===== config.mk =====
export PLATFORM = sky130hd
export DESIGN_NAME = insn_encoder
export DESIGN_NICKNAME = d
export VERILOG_FILES = /design/src/rtl/insn_encoder.sv
export SDC_FILE = /design/constraint.sdc
export NUM_CORES = 1
export LEC_CHECK = 0
export ABC_AREA = 1
export CORE_ASPECT_RATIO = 0.8
export CORE_UTILIZATION = 61
export DETAILED_ROUTE_END_ITERATION = 6
export PLACE_DENSITY = 0.85
export SETUP_SLACK_MARGIN = 0.4
export SLEW_MARGIN = 25
export SYNTH_ARGS = -nofsm -noshare
export SYNTH_HDL_FRONTEND = slang
export SYNTH_SLANG_ARGS = --single-unit

===== constraint.sdc =====
create_clock -name clk -period 5 [get_ports clk]
set_input_delay 0.75 -clock clk [delete_from_list [all_inputs] [get_ports clk]]
set_output_delay 0.75 -clock clk [all_outputs]
set_load 0.02 [all_outputs]

===== src/rtl/insn_encoder.sv =====
// Instruction byte encoder: buffers requests in a 4-deep FIFO and streams
// opcode bytes, plus an immediate byte for ROM-sourced moves, to the fetch side.
module insn_encoder (
    input  logic       clk,
    input  logic       resetBar,
    input  logic       reqValid,
    output logic       reqReady,
    input  logic [2:0] reqDest,
    input  logic [2:0] reqSource,
    input  logic [1:0] reqMode,
    input  logic [7:0] reqImm,
    output logic [7:0] byteOut,
    output logic       byteValid,
    output logic       byteIsImm,
    input  logic       byteTake,
    output logic       errIllegal,
    output logic [7:0] insnCount,
    output logic [2:0] fifoLevel
);

    typedef enum logic [1:0] {
        S_IDLE,
        S_OPC,
        S_IMM
    } state_e;

    state_e          state_q, state_d;
    logic [3:0][15:0] mem_q, mem_d;
    logic [1:0]      wr_ptr_q, wr_ptr_d;
    logic [1:0]      rd_ptr_q, rd_ptr_d;
    logic [2:0]      level_q, level_d;
    logic            err_q, err_d;
    logic [7:0]      cnt_q, cnt_d;

    logic        accept;
    logic        illegal;
    logic        push;
    logic        pop;
    logic [7:0]  opcode;
    logic [15:0] head;
    logic        head_has_imm;

    assign reqReady     = (level_q != 3'd4);
    assign accept       = reqValid && reqReady;
    assign illegal      = (reqDest == 3'd1) || (reqSource == 3'd1);
    assign push         = accept && !illegal;
    assign opcode       = {reqMode[1], reqDest, reqMode[0], reqSource};
    assign head         = mem_q[rd_ptr_q];
    assign head_has_imm = (head[10:8] == 3'd0);

    always_comb begin
        state_d   = state_q;
        pop       = 1'b0;
        cnt_d     = cnt_q;
        byteOut   = 8'h00;
        byteValid = 1'b0;
        byteIsImm = 1'b0;
        unique case (state_q)
            S_IDLE: begin
                if (level_q != 3'd0) state_d = S_OPC;
            end
            S_OPC: begin
                byteOut   = head[15:8];
                byteValid = 1'b1;
                if (byteTake) begin
                    cnt_d = cnt_q + 8'd1;
                    if (head_has_imm) state_d = S_IMM;
                    else              pop     = 1'b1;
                end
            end
            S_IMM: begin
                byteOut   = head[7:0];
                byteValid = 1'b1;
                byteIsImm = 1'b1;
                if (byteTake) pop = 1'b1;
            end
            default: state_d = S_IDLE;
        endcase

        level_d  = level_q + 3'(push) - 3'(pop);
        rd_ptr_d = pop  ? rd_ptr_q + 2'd1 : rd_ptr_q;
        wr_ptr_d = push ? wr_ptr_q + 2'd1 : wr_ptr_q;
        mem_d    = mem_q;
        if (push) mem_d[wr_ptr_q] = {opcode, reqImm};
        // A same-cycle push keeps the stream going without an idle bubble
        if (pop) state_d = (level_d != 3'd0) ? S_OPC : S_IDLE;
        err_d = err_q || (accept && illegal);
    end

    always_ff @(posedge clk or negedge resetBar) begin
        if (!resetBar) begin
            state_q  <= S_IDLE;
            mem_q    <= '0;
            wr_ptr_q <= 2'd0;
            rd_ptr_q <= 2'd0;
            level_q  <= 3'd0;
            err_q    <= 1'b0;
            cnt_q    <= 8'd0;
        end else begin
            state_q  <= state_d;
            mem_q    <= mem_d;
            wr_ptr_q <= wr_ptr_d;
            rd_ptr_q <= rd_ptr_d;
            level_q  <= level_d;
            err_q    <= err_d;
            cnt_q    <= cnt_d;
        end
    end

    assign errIllegal = err_q;
    assign insnCount  = cnt_q;
    assign fifoLevel  = level_q;

endmodule


* Word-level counts from Yosys, hierarchy flattened *
Cells that the tools add are included.

word-level totals
  bits in registers = 82
  output and inout bits = 23
  logic and storage cells = 59

cells by class
  add/subtract/negate cells = 5
  $lt $le $gt $ge = 3
  eq/ne operators = 9
  mux-type cells = 18
  reduce and logical (&&, ||, !) cells = 14

operators with widths
  kind                                                                number
  bitwise mux 64 bit                                                  1
  binary-select mux 16 bit (select 2 bit)                             1
  demux 16 bit (select 2 bit)                                         1
  2-to-1 mux 16 bit                                                   2
  one-hot mux 8 bit (2 select lines)                                  1
  inequality test 3 bit (second input constant)                       4
  adder 8 x 1 -> 8 bit (second input constant)                        1
  2-to-1 mux 2 bit                                                    4
  equality test 3 x 1 -> 1 bit (second input constant)                2
  less-than comparator 2 x 3 -> 1 bit (second input constant)         2
  2-to-1 mux 1 bit                                                    6
  one-hot mux 2 bit (3 select lines)                                  1
  nonzero test 3 bit                                                  2
  adder 2 x 1 -> 2 bit (second input constant)                        2
  logical AND 1 bit                                                   4
  AND reduction 4 bit                                                 1
  adder 3 x 1 -> 3 bit                                                1
  logical NOT 3 bit                                                   1
  subtractor 3 x 1 -> 3 bit                                           1
  equality test 2 x 1 -> 1 bit (second input constant)                1
  equality test 2 bit (second input constant)                         1
  greater-or-equal comparator 2 x 1 -> 1 bit (second input constant)  1
  logical NOT 2 bit                                                   1
  logical OR 1 bit                                                    2
  other kinds (5)                                                     5

* Logic depth before layout (Yosys ltp) *
Gate-level depths: netlist (run 1).

  depth after elaboration = 10
  mapped depth = 22

* Worst setup path before layout (run 1) *
Ideal clock, no wire load.

  kind = in2reg
  from = input reqDest[1]
  to = register state_q[0]
  arrival time = 2610 ps
  data required time = 4935 ps
  slack = 2324 ps
  stages = 17
  buffers on the path = 0
  cell sequence = inv_1 nand3_1 o31ai_4 nor2_8 inv_1 ha_1 inv_1 ha_1 fa_1 inv_1 xor2_1 inv_1 nand2_1 nand3_1 nand2_1 nand2_1 nand2_1

between the ends
  word-level cells in the longest chain between the ends = 9

RTL lines
  what                          RTL line  source
  from (decl)                   8         input logic [2:0] reqDest,
  equality test 3 x 1 -> 1 bit  45        assign illegal = (reqDest == 3'd1) || (reqSource == 3'd1);
  logical OR 1 bit              45
  logical NOT 1 bit             46        assign push = accept && !illegal;
  logical AND 1 bit             46
  adder 3 x 1 -> 3 bit          80        level_d = level_q + 3'(push) - 3'(pop);
  subtractor 3 x 1 -> 3 bit     80
  named net level_d[2]          31        logic [2:0] level_q, level_d;
  nonzero test 3 bit            86        if (pop) state_d = (level_d != 3'd0) ? S_OPC : S_IDLE;
  2-to-1 mux 1 bit              86
  2-to-1 mux 2 bit              86
  to (signal assigned)          100       state_q <= state_d;
  to (decl)                     27        state_e state_q, state_d;

The timed path passes the listed nets, and every way through them passes these cells.
A chain may end at the register's enable or synchronous reset.

* Final worst setup path (run 1) *
  from = register rd_ptr_q[0]
  to = output byteOut[1]

between the ends
  word-level cells in the longest chain between the ends = 3

RTL lines
  what                                     RTL line  source
  from (decl)                              30        logic [1:0] rd_ptr_q, rd_ptr_d;
  from (signal assigned)                   103       rd_ptr_q <= rd_ptr_d;
  binary-select mux 16 bit (select 2 bit)  48        assign head = mem_q[rd_ptr_q];
  2-to-1 mux 16 bit (implied by the code)  48
  one-hot mux 8 bit (2 select lines)       58        unique case (state_q)
  to (decl)                                12        output logic [7:0] byteOut,

No other way between the ends. The select of a mux whose other input is x is not followed.

==> results.rst, run 1 <==
.. list-table::
   :header-rows: 1

   * - Metric
     - Value
   * - Final setup fails
     - 0
   * - Clock Tree Root
     - sky130_fd_sc_hd__clkbuf_8
   * - Number of enable flip-flop cells after synthesis
     - 0
   * - Cell area after synthesis
     - 4070 sq um
   * - Cts bufs inserted
     - 9
   * - Site Rows
     - 26
   * - Overall fraction of global-route tracks in use
     - 27.2%
   * - H-tree depth reported by CTS
     - 3
   * - Quantity of I/O buffers inserted on ports
     - 42
   * - Required time at the worst-slack endpoint
     - 4.25 ns
   * - Placeable core region
     - 6410 sq um
   * - Pre-Repair DR Iteration Count
     - 5
   * - Capturing element type of the critical path
     - primary output
   * - Global-route wire length before repair
     - 14.4 mm
   * - Highest attainable clock frequency
     - 0.291 GHz
   * - Setup TNS after final layout
     - 0 ns
   * - Num Clock Sinks
     - 82
   * - Vertical die dimension
     - 75.0 um
   * - Arr. time, crit path
     - 2.69 ns
   * - Post-layout minimum cycle time
     - 3.44 ns
   * - Count of placed standard cells including taps
     - 555
   * - Flip-flop and latch count after synthesis
     - 82
   * - PostCTS Resize Cnt
     - 0
   * - Max VDD drop
     - 351 uV
   * - Horizontal extent of the die
     - 93.3 um
   * - Count of inserted antenna diode cells
     - 0
   * - Largest net degree at the start of global routing
     - 83
   * - Number of antenna violations at the first check in global routing
     - 0
   * - Total nets after synthesis
     - 483
   * - Run status
     - finished clean
   * - Hold slack
     - 0.399 ns
   * - Clock tree from TritonCTS
     - built
   * - Number of standard cells in the final layout excluding fillers
     - 571
   * - Starting density of the core
     - 63.5%
   * - Clock insertion delay at the later pin of the skew report
     - 0.36 ns
   * - Hold Buf Count CTS
     - 0
   * - Net count reported at finish
     - 513
   * - Worst setup path class
     - reg2out
   * - Post-synth top flop
     - sky130_fd_sc_hd__dfrtp_1
   * - Power density over the cells
     - 679 nW/um^2
   * - Final Hold Vio Count
     - 0
   * - Final routed wirelength across all metal layers
     - 8.77 mm
   * - Number of setup buffers added after CTS
     - 0
   * - Weighted congestion reported at the end of routability-driven placement
     - 0.780
   * - Overall overflow remaining after global route
     - 0
   * - Remaining antenna violation count
     - 0
   * - Via density per instance
     - 5.54
   * - Per-cell routed wire length
     - 15.4 um
   * - Ys Warns
     - 0
   * - Actual transition at the worst max-transition pin
     - 0.731 ns
   * - Total DRC errors in the routed layout
     - 0
   * - Type of element launching the critical path
     - flop
   * - Post-route clock period utilization
     - 68.8%
   * - Leak
     - 2.20 nW
   * - Normalized max-slew margin
     - 51.3%
   * - Share of cells above drive strength 1
     - 9.86%
   * - Via count of the first global-routing pass
     - 3051
   * - Async S/R FF share, synth
     - 100%
   * - Mean Syn Cell Area
     - 9.00 sq um
   * - Post-Syn Instances
     - 452
   * - Final worst clock skew
     - 0.0106 ns
   * - Design Power
     - 3.13 mW
   * - CTS clock-pin slew for the worst setup and hold paths
     - 0.09 ns
   * - Area growth from synthesis to layout
     - 13.2%
   * - Total Die Area
     - 7000 sq um
   * - Unrepaired setup endpoints after global routing
     - no
   * - I/O Pins
     - 43
   * - Number of max-slew violations in the final report
     - 0
   * - Via count
     - 3162
   * - Number of unique standard cell types used by synthesis
     - 31
   * - Max capacitance violation total
     - 0
   * - Placed wire-length estimate
     - 5.72 mm
   * - Post-synthesis sequential area ratio
     - 50.5%
   * - Worst hold path class
     - in2async
   * - Initial DRC Count
     - 369
   * - Max clock buf depth
     - 2
   * - Maximum net fanout on the critical path
     - 22
[final cells by class]
class / instances / area, sq um
Tap cell: 84 / 105
Multi-Input combinational cell: 307 / 1640
Clock inverter: 7 / 98.8
Sequential cell: 82 / 2050
Fill cell: 464 / 1800
Clock buffer: 9 / 124
Inverter: 39 / 151
Timing Repair Buffer: 43 / 429
[per-stage QoR]
stage	worst slack (ns)	cell area (sq um)	utilization, %
after CTS	1.58	4600	71.8
after global routing	1.41	4600	71.8
after detailed placement	1.68	4380	68.3
final	1.56	4600	71.8
after global placement	1.74	4380	68.3
after floorplan	2.32	4070	-
[layout by cell type (no fill, tap or decap), types with 10 or more instances in the layout]
master and instances:
sky130_fd_sc_hd__nand2_1 105, sky130_fd_sc_hd__dfrtp_1 82, sky130_fd_sc_hd__o21ai_1 61, sky130_fd_sc_hd__clkdlybuf4s50_1 41
sky130_fd_sc_hd__inv_1 34, sky130_fd_sc_hd__nor2_1 29, sky130_fd_sc_hd__o21ai_0 27, sky130_fd_sc_hd__nand3_1 15
sky130_fd_sc_hd__o22ai_1 13, sky130_fd_sc_hd__ha_1 10
[cell families (layout without fill, tap and decap cells)]
| kind of cell | after synthesis | count (layout) | synth area share, % |
|---|---|---|---|
| simple gates | 169 | 169 | 18.8 |
| compound gates | 116 | 116 | 15.6 |
| buf+inv | 63 | 98 | 9.11 |
| fa+ha+maj | 11 | 11 | 3.57 |
| flops | 82 | 82 | 50.5 |
| xor+xnor | 10 | 10 | 2.15 |
| mux | 1 | 1 | 0.277 |
[state kept, by name, summed over array words and instances (netlist names)]
name	cells
wr_ptr_q	2
rd_ptr_q	2
errIllegal	1
mem_q	64
state_q	2
insnCount	8
fifoLevel	3
[critical path, stage by stage (launching register included)]
cell	delay, ns
sky130_fd_sc_hd__dfrtp_1	0.65
sky130_fd_sc_hd__buf_4	0.35
sky130_fd_sc_hd__o21ai_0	0.14
sky130_fd_sc_hd__o22ai_1	0.26
sky130_fd_sc_hd__nand2_1	0.09
sky130_fd_sc_hd__a21oi_1	0.20
sky130_fd_sc_hd__clkdlybuf4s50_1	0.64
[synthesized netlist by cell type, types with 4 or more instances]
master                      n  share of area (%)
sky130_fd_sc_hd__a21oi_1    8               0.98
sky130_fd_sc_hd__nand2_4    7                1.9
sky130_fd_sc_hd__dfrtp_1   82                 50
sky130_fd_sc_hd__o21ai_0   27                3.3
sky130_fd_sc_hd__buf_2      4               0.49
sky130_fd_sc_hd__nor2_1    29                2.7
sky130_fd_sc_hd__xor2_1     8                1.7
sky130_fd_sc_hd__o22ai_1   13                2.0
sky130_fd_sc_hd__o21ai_1   61                7.5
sky130_fd_sc_hd__o21ai_2    5                1.1
sky130_fd_sc_hd__nand2_1  105                9.7
sky130_fd_sc_hd__buf_4      5               0.92
sky130_fd_sc_hd__ha_1      10                3.1
sky130_fd_sc_hd__nand2_2    5               0.77
sky130_fd_sc_hd__buf_6     14                3.9
sky130_fd_sc_hd__inv_1     34                3.1
sky130_fd_sc_hd__nand3_1   15                1.8
[final timing paths]
check / from / endpoint / slack [ns] / cells past startpoint
max: rd_ptr_q[0] / byteOut[1] / 1.56 / 6
min: resetBar / insnCount[4] / 0.40 / 1
max reg2reg: rd_ptr_q[0] / state_q[0] / 1.90 / 21
min reg2reg: insnCount[7] / insnCount[7] / 0.49 / 1
max in group asynchronous: resetBar / mem_q[48] / 4.08 / 1
min in group clk: insnCount[7] / insnCount[7] / 0.49 / 1
[per-layer routing]
| metal | global-route usage [%] | part of all wire (%) |
|---|---|---|
| met4 | 8.21 | 1.4 |
| met5 | 0 | 0 |
| met1 | 36.8 | 44 |
| met2 | 44.4 | 48 |
| met3 | 6.67 | 6.6 |
[power breakdown]
group	switching, mW	internal, mW
logic	0.856	0.550
clock network	0.253	0.285
registers	0.225	0.958
Note: power is estimated with default switching activity, not from simulation.
==> run 2: changes to the inputs <==
Settings changed: CORE_UTILIZATION 61 to 57, PLACE_DENSITY 0.85 to 0.8.
Clock period 5 ns to 3.28 ns, I/O delays scaled along.
==> results.rst, run 2 (synthesis gave the netlist of run 1 again) <==
.. list-table::
   :header-rows: 1

   * - Metric
     - Value
   * - Pre-Repair DR Iteration Count
     - 5 (unchanged)
   * - Capturing element type of the critical path
     - primary output (unchanged)
   * - Design Power
     - 4.81 mW (was 3.13 mW)
   * - Overall fraction of global-route tracks in use
     - 25.5% (was 27.2%)
   * - Vertical die dimension
     - 77.5 um (was 75.0 um)
   * - Number of antenna violations at the first check in global routing
     - 0 (unchanged)
   * - Crit-path max cell delay
     - 0.63 ns (was 0.65 ns)
   * - Weighted congestion reported at the end of routability-driven placement
     - 0.862 (was 0.780)
   * - Crit path launch
     - rd_ptr_q[0] (unchanged)
   * - Final Hold Vio Count
     - 0 (unchanged)
   * - Worst setup path class
     - reg2out (unchanged)
   * - Global-route wire length before repair
     - 14.3 mm (was 14.4 mm)
   * - Master of the slowest instance on the critical path
     - sky130_fd_sc_hd__clkdlybuf4s50_1 (was sky130_fd_sc_hd__dfrtp_1)
   * - Remaining antenna violation count
     - 0 (unchanged)
   * - Final setup fails
     - 0 (unchanged)
   * - Via density per instance
     - 5.50 (was 5.54)
   * - Max clock buf depth
     - 2 (unchanged)
   * - Reg2Reg Setup Slack
     - 0.52 ns (was 1.90 ns)
   * - Area of the multi-input gates
     - 1650 sq um (was 1640 sq um)
   * - Leak
     - 2.36 nW (was 2.20 nW)
   * - Share of cells above drive strength 1
     - 11.7% (was 9.86%)
   * - CTS clock-pin slew for the worst setup and hold paths
     - 0.08 ns (was 0.09 ns)
   * - Quantity of I/O buffers inserted on ports
     - 42 (unchanged)
   * - Via count
     - 3200 (was 3162)
   * - Max FFs per register
     - 64 (unchanged)
   * - Site Rows
     - 27 (was 26)
   * - Hold Buf Count CTS
     - 0 (unchanged)
   * - Sequential cell area
     - 2050 sq um (about the same)
   * - Net count reported at finish
     - 521 (was 513)
   * - Max VDD drop
     - 593 uV (was 351 uV)
   * - Count of inserted antenna diode cells
     - 0 (unchanged)
   * - Type of element launching the critical path
     - flop (unchanged)
   * - Cts bufs inserted
     - 9 (unchanged)
   * - Normalized max-slew margin
     - 51.2% (was 51.3%)
   * - Clock insertion delay at the later pin of the skew report
     - 0.36 ns (about the same)
   * - Actual transition at the worst max-transition pin
     - 0.732 ns (was 0.731 ns)
   * - Setup WS pre-CTS
     - 0.166 ns (was 1.68 ns)
   * - Highest attainable clock frequency
     - 0.363 GHz
   * - Initial DRC Count
     - 207 (was 369)
   * - Total Die Area
     - 7480 sq um (was 7000 sq um)
   * - I/O Pins
     - 43 (unchanged)
   * - Unrepaired setup endpoints after global routing
     - yes (was no)
   * - Startpoint of the worst register-to-register path
     - rd_ptr_q[0] (unchanged)
   * - Setup TNS after final layout
     - 0 ns (unchanged)
   * - Power density over the cells
     - 1030 nW/um^2 (was 679 nW/um^2)
   * - Post-route clock period utilization
     - 84.1%
   * - Overall overflow remaining after global route
     - 0 (unchanged)
   * - Area after detailed placement
     - 4410 sq um (was 4380 sq um)
   * - Final cell area excluding filler cells
     - 4690 sq um (was 4600 sq um)
   * - Arr. time, crit path
     - 2.27 ns (was 2.69 ns)
   * - Final routed wirelength across all metal layers
     - 8.68 mm (was 8.77 mm)
   * - Placeable core region
     - 6890 sq um (was 6410 sq um)
   * - Via count of the first global-routing pass
     - 2956 (was 3051)
   * - Starting density of the core
     - 59.0% (was 63.5%)
   * - Num Clock Sinks
     - 82 (unchanged)
   * - Placed wire-length estimate
     - 5.64 mm (was 5.72 mm)
   * - Leading cell types in the layout, fill and taps excluded
     - sky130_fd_sc_hd__nand2_1 (105), sky130_fd_sc_hd__dfrtp_1 (80), sky130_fd_sc_hd__o21ai_1 (61) (was sky130_fd_sc_hd__nand2_1 (105), sky130_fd_sc_hd__dfrtp_1 (82), sky130_fd_sc_hd__o21ai_1 (61))
   * - Horizontal extent of the die
     - 96.4 um (was 93.3 um)
   * - Maximum net fanout on the critical path
     - 10 (was 22)
   * - Largest net degree at the start of global routing
     - 83 (unchanged)
   * - Total DRC errors in the routed layout
     - 0 (unchanged)
   * - Critical-path cell list
     - buf_4 -> buf_4 -> o21ai_0 -> o22ai_1 -> nand2_1 -> a21oi_1 -> clkdlybuf4s50_1 (was buf_4 -> o21ai_0 -> o22ai_1 -> nand2_1 -> a21oi_1 -> clkdlybuf4s50_1)
   * - Dominant cell type by count on the critical path
     - sky130_fd_sc_hd__buf_4
   * - Min setup slack post-route
     - 0.522 ns (was 1.56 ns)
   * - Per-cell routed wire length
     - 14.9 um (was 15.4 um)
   * - Most flops, register
     - mem_q (unchanged)
   * - Post-layout minimum cycle time
     - 2.76 ns
   * - Final worst clock skew
     - 0.00620 ns (was 0.0106 ns)
   * - Number of max-slew violations in the final report
     - 0 (unchanged)
   * - Run status
     - finished clean (unchanged)
   * - Clock tree from TritonCTS
     - built (unchanged)
   * - Number of filler cells placed in the layout
     - 567 (was 464)
   * - Area growth from synthesis to layout
     - 15.4% (was 13.2%)
   * - Clock Tree Root
     - sky130_fd_sc_hd__clkbuf_8 (unchanged)
   * - Worst hold path class
     - in2async (unchanged)
   * - Most frequent standard cell in the layout excluding fill and tap cells
     - sky130_fd_sc_hd__nand2_1 (unchanged)
   * - Required time at the worst-slack endpoint
     - 2.79 ns (was 4.25 ns)
   * - Max capacitance violation total
     - 0 (unchanged)
   * - H-tree depth reported by CTS
     - 3 (unchanged)
==> run 2: cell count changes in the layout (fill, tap and decap cells not counted), sizes merged <==
cell | before | now
buf | 2 | 10
clkdlybuf4s50 | 41 | 34
dlymetal6s2s | 0 | 7
inv | 42 | 39
clkbuf | 9 | 11
clkinv | 1 | 2
==> run 2: what timing repair did <==
action                                  CTS  global route
endpoints found under the hold margin     0             0
gates resized for setup                   2            11
setup buffers                             1             3
endpoints found under the setup margin    9             9
==> run 2: where the power goes <==
group	switching [mW]	internal, mW	total (mW)
combinational	1.34	0.895	2.23
clock	0.363	0.447	0.810
sequential	0.306	1.46	1.77
total	2.01	2.81	4.81
==> run 2: final timing paths <==
kind                                 to  depth (start not counted)
setup / recovery             byteOut[7]                          7
hold / removal             insnCount[3]                          1
setup reg to reg             state_q[0]                         21
hold reg to reg            insnCount[7]                          1
max in group asynchronous   rd_ptr_q[1]                          1
min in group clk           insnCount[7]                          1
==> run 2: area by class of cell <==
cell class,instances,area share [%]
clock inverters,5,1.65
repair buffers,51,10.8
flip-flops and latches,82,43.8
well taps,87,2.32
multi-input cells,307,35.1
clock buffers,11,3.01
inverters,39,3.38
==> run 2: routing by layer <==
metal / GRT usage (%) / vias to the layer above / share of wire [%]
met5: 0 / - / 0
met1: 34.8 / 1540 / 46
met4: 6.91 / 0 / 0.82
li1: - / 1550 / -
met2: 39.7 / 100 / 47
met3: 7.75 / 10 / 5.7
==> run 2: metrics by stage <==
step	hold slack [ns]	cells	utilization, %
floorplan	0.196	452	-
global placement	0.459	562	64.0
detailed placement	0.466	562	64.0
CTS	0.339	579	67.3
global route	0.227	582	68.1
finish	0.156	582	68.1
==> run 2: worst max-delay path: cells and delay by family, from the launching register on <==
kind	cells	cell delay, ns
simple gates	1	0.07
compound gates	3	0.43
buf+inv	3	0.93
flops	1	0.48
==> run 3: changes to the inputs <==
Settings changed: CORE_UTILIZATION 57 to 51, PLACE_DENSITY 0.8 to 0.76.
Clock period 3.28 ns to 2.3 ns, I/O delays scaled along.
==> results.rst, run 3 (synthesis gave the netlist of run 1 again) <==
.. list-table::
   :header-rows: 1

   * - Metric
     - Value
   * - Starting density of the core
     - 53.7% (was 59.0%)
   * - Largest delay share family, worst path
     - simple AND/OR/NAND/NOR gates (was buffers and inverters)
   * - Overall overflow remaining after global route
     - 0 (unchanged)
   * - Cts bufs inserted
     - 9 (unchanged)
   * - Master of the slowest instance on the critical path
     - sky130_fd_sc_hd__dfrtp_2 (was sky130_fd_sc_hd__clkdlybuf4s50_1)
   * - Site Rows
     - 28 (was 27)
   * - Number of filler cells placed in the layout
     - 601 (was 567)
   * - Max VDD drop
     - 727 uV (was 593 uV)
   * - Leading cell types in the layout, fill and taps excluded
     - sky130_fd_sc_hd__nand2_1 (99), sky130_fd_sc_hd__dfrtp_1 (78), sky130_fd_sc_hd__o21ai_1 (63) (was sky130_fd_sc_hd__nand2_1 (105), sky130_fd_sc_hd__dfrtp_1 (80), sky130_fd_sc_hd__o21ai_1 (61))
   * - Final Hold Vio Count
     - 0 (unchanged)
   * - Global-route wire length before repair
     - 15.8 mm (was 14.3 mm)
   * - Placeable core region
     - 7570 sq um (was 6890 sq um)
   * - Via count
     - 3375 (was 3200)
   * - Required time at the worst-slack endpoint
     - 2.60 ns (was 2.79 ns)
   * - Area growth from synthesis to layout
     - 28.9% (was 15.4%)
   * - Placed wire-length estimate
     - 6.29 mm (was 5.64 mm)
   * - Total Die Area
     - 8340 sq um (was 7480 sq um)
   * - Net count reported at finish
     - 562 (was 521)
   * - H-tree depth reported by CTS
     - 3 (unchanged)
   * - Final worst clock skew
     - 0.00687 ns (was 0.00620 ns)
   * - Total DRC errors in the routed layout
     - 0 (unchanged)
   * - Run status
     - complete, but fails checks (was finished clean)
   * - Capturing element type of the critical path
     - flop (was primary output)
   * - Most frequent standard cell in the layout excluding fill and tap cells
     - sky130_fd_sc_hd__nand2_1 (unchanged)
   * - Clock Tree Root
     - sky130_fd_sc_hd__clkbuf_8 (unchanged)
   * - Quantity of I/O buffers inserted on ports
     - 42 (unchanged)
   * - Unrepaired setup endpoints after global routing
     - yes (unchanged)
   * - Via count of the first global-routing pass
     - 3278 (was 2956)
   * - Area after detailed placement
     - 4710 sq um (was 4410 sq um)
   * - Highest attainable clock frequency
     - 0.390 GHz
   * - Per-cell routed wire length
     - 15.3 um (was 14.9 um)
   * - Reg2Reg Setup Slack
     - -0.27 ns (was 0.52 ns)
   * - Count of inserted antenna diode cells
     - 0 (unchanged)
   * - Largest net degree at the start of global routing
     - 38 (was 83)
   * - Final setup fails
     - 2 (was 0)
   * - Min setup slack post-route
     - -0.266 ns (was 0.522 ns)
   * - Max capacitance violation total
     - 0 (unchanged)
   * - Hold slack
     - 0.475 ns (was 0.156 ns)
   * - I/O Pins
     - 43 (unchanged)
   * - Post-layout minimum cycle time
     - 2.57 ns
   * - Weighted congestion reported at the end of routability-driven placement
     - 0.798 (was 0.862)
   * - Number of max-slew violations in the final report
     - 0 (unchanged)
   * - Remaining antenna violation count
     - 0 (unchanged)
   * - Clock insertion delay at the later pin of the skew report
     - 0.36 ns (about the same)
   * - Most flops, register
     - mem_q (unchanged)
   * - Vertical die dimension
     - 81.9 um (was 77.5 um)
   * - Via density per instance
     - 5.27 (was 5.50)
   * - Actual transition at the worst max-transition pin
     - 0.478 ns (was 0.732 ns)
   * - Arr. time, crit path
     - 2.87 ns (was 2.27 ns)
   * - Dominant cell type by count on the critical path
     - sky130_fd_sc_hd__nand2_1 (was sky130_fd_sc_hd__buf_4)
   * - CTS clock-pin slew for the worst setup and hold paths
     - 0.08 ns (about the same)
   * - Power density over the cells
     - 1530 nW/um^2 (was 1030 nW/um^2)
   * - Detail Route met3 WL
     - 538 um (was 498 um)
   * - Worst hold path class
     - in2async (unchanged)
   * - Amount of wire on met2 after detailed routing
     - 4.75 mm (was 4.11 mm)
   * - Number of antenna violations at the first check in global routing
     - 0 (unchanged)
   * - Detailed-route wire length on metal 1
     - 4.41 mm (was 4.00 mm)
   * - Horizontal extent of the die
     - 102 um (was 96.4 um)
   * - Critical-path cell list
     - buf_6 -> nand2_2 -> nand3_2 -> nand2_1 -> nand2_1 -> nand2_2 -> nand2_4 -> nand2_4 -> inv_4 -> ha_4 -> inv_2 -> ha_4 -> fa_2 -> inv_2 -> xor2_2 -> inv_1 -> nand2_1 -> nand3_1 -> nand2_1 -> nand2_1 -> nand2_1 (was buf_4 -> buf_4 -> o21ai_0 -> o22ai_1 -> nand2_1 -> a21oi_1 -> clkdlybuf4s50_1)
   * - Overall fraction of global-route tracks in use
     - 25.5% (about the same)
   * - Type of element launching the critical path
     - flop (unchanged)
   * - Max FFs per register
     - 64 (unchanged)
   * - Share of cells above drive strength 1
     - 26.9% (was 11.7%)
   * - Worst setup path class
     - reg2reg (was reg2out)
   * - Pre-Repair DR Iteration Count
     - 4 (was 5)
   * - Number of standard cells in the final layout excluding fillers
     - 641 (was 582)
   * - Violations in the final reports
     - setup timing
   * - Count of buffering cells on the critical path with inverters included
     - 5 (was 3)
   * - Core occupancy in the finished layout
     - 69.2% (was 68.1%)
   * - Uppermost routed layer
     - met4 (unchanged)
   * - Leak
     - 2.51 nW (was 2.36 nW)
   * - Post-route clock period utilization
     - 112%
   * - Maximum net fanout on the critical path
     - 6 (was 10)
   * - Final routed wirelength across all metal layers
     - 9.82 mm (was 8.68 mm)
   * - Count of placed standard cells including taps
     - 609 (was 562)
   * - Normalized max-slew margin
     - 68.1% (was 51.2%)
   * - Initial DRC Count
     - 209 (was 207)
   * - Setup WS pre-CTS
     - -0.416 ns (was 0.166 ns)
   * - Num Clock Sinks
     - 82 (unchanged)
   * - Clock tree from TritonCTS
     - built (unchanged)
   * - Crit-path max cell delay
     - 0.45 ns (was 0.63 ns)
   * - Final cell area excluding filler cells
     - 5240 sq um (was 4690 sq um)
   * - Max clock buf depth
     - 2 (unchanged)
run 3: cell count changes in the layout (fill, tap and decap cells not counted), sizes merged:
cell,change
clkdlybuf4s50,-4
clkinv,-1
inv,-1
bufinv,+2
dlymetal6s2s,-7
clkdlybuf4s15,+1
dlygate4sd2,+1
dlygate4sd3,+1
buf,+48
clkbuf,+1
run 3: per-layer routing:
metal | GRT usage (%) | vias to the layer above
met3 | 6.21 | 8
met2 | 42.5 | 104
met1 | 32.6 | 1636
met4 | 8.71 | 0
li1 | - | 1627
met5 | 0 | -
run 3: worst paths after layout:
| kind | startpoint | end | cells after the start |
|---|---|---|---|
| worst max-delay path | rd_ptr_q[0] | state_q[0] | 21 |
| min in group clk | insnCount[7] | insnCount[7] | 1 |
| worst max register to register | rd_ptr_q[0] | state_q[0] | 21 |
| worst min-delay path | resetBar | mem_q[18] | 2 |
| max in group asynchronous | resetBar | wr_ptr_q[1] | 3 |
| worst min register to register | insnCount[7] | insnCount[7] | 1 |
run 3: power breakdown:
group          switching (mW)  internal [mW]  total, mW
clock network           0.516          0.859       1.38
logic                    2.30           1.84       4.14
registers               0.430           2.09       2.52
total                    3.24           4.80       8.04
run 3: cell type report:
type	instances	area, sq um	share of cell area [%]
sequential	82	2060	39.3
tap	105	131	2.51
clock inverter	5	125	2.39
multi-input combinational	307	1810	34.5
inverter	39	158	3.01
timing repair buffer	92	822	15.7
clock buffer	11	141	2.70
run 3: through the flow:
stage               setup TNS [ns]  power, mW
floorplan                   -0.107       4.93
global placement            -0.539       5.92
detailed placement          -0.718       6.06
CTS                         -0.285       7.79
global route                -0.650       8.59
finish                      -0.273       8.04
run 3: what timing repair did:
action / in CTS / in global routing
hold buffers: 1 / 0
endpoints found under the setup margin: 14 / 13
setup buffers: 10 / 5
hold endpoints to repair: 33 / 0
pin swaps: 23 / 18
resized for setup: 73 / 20
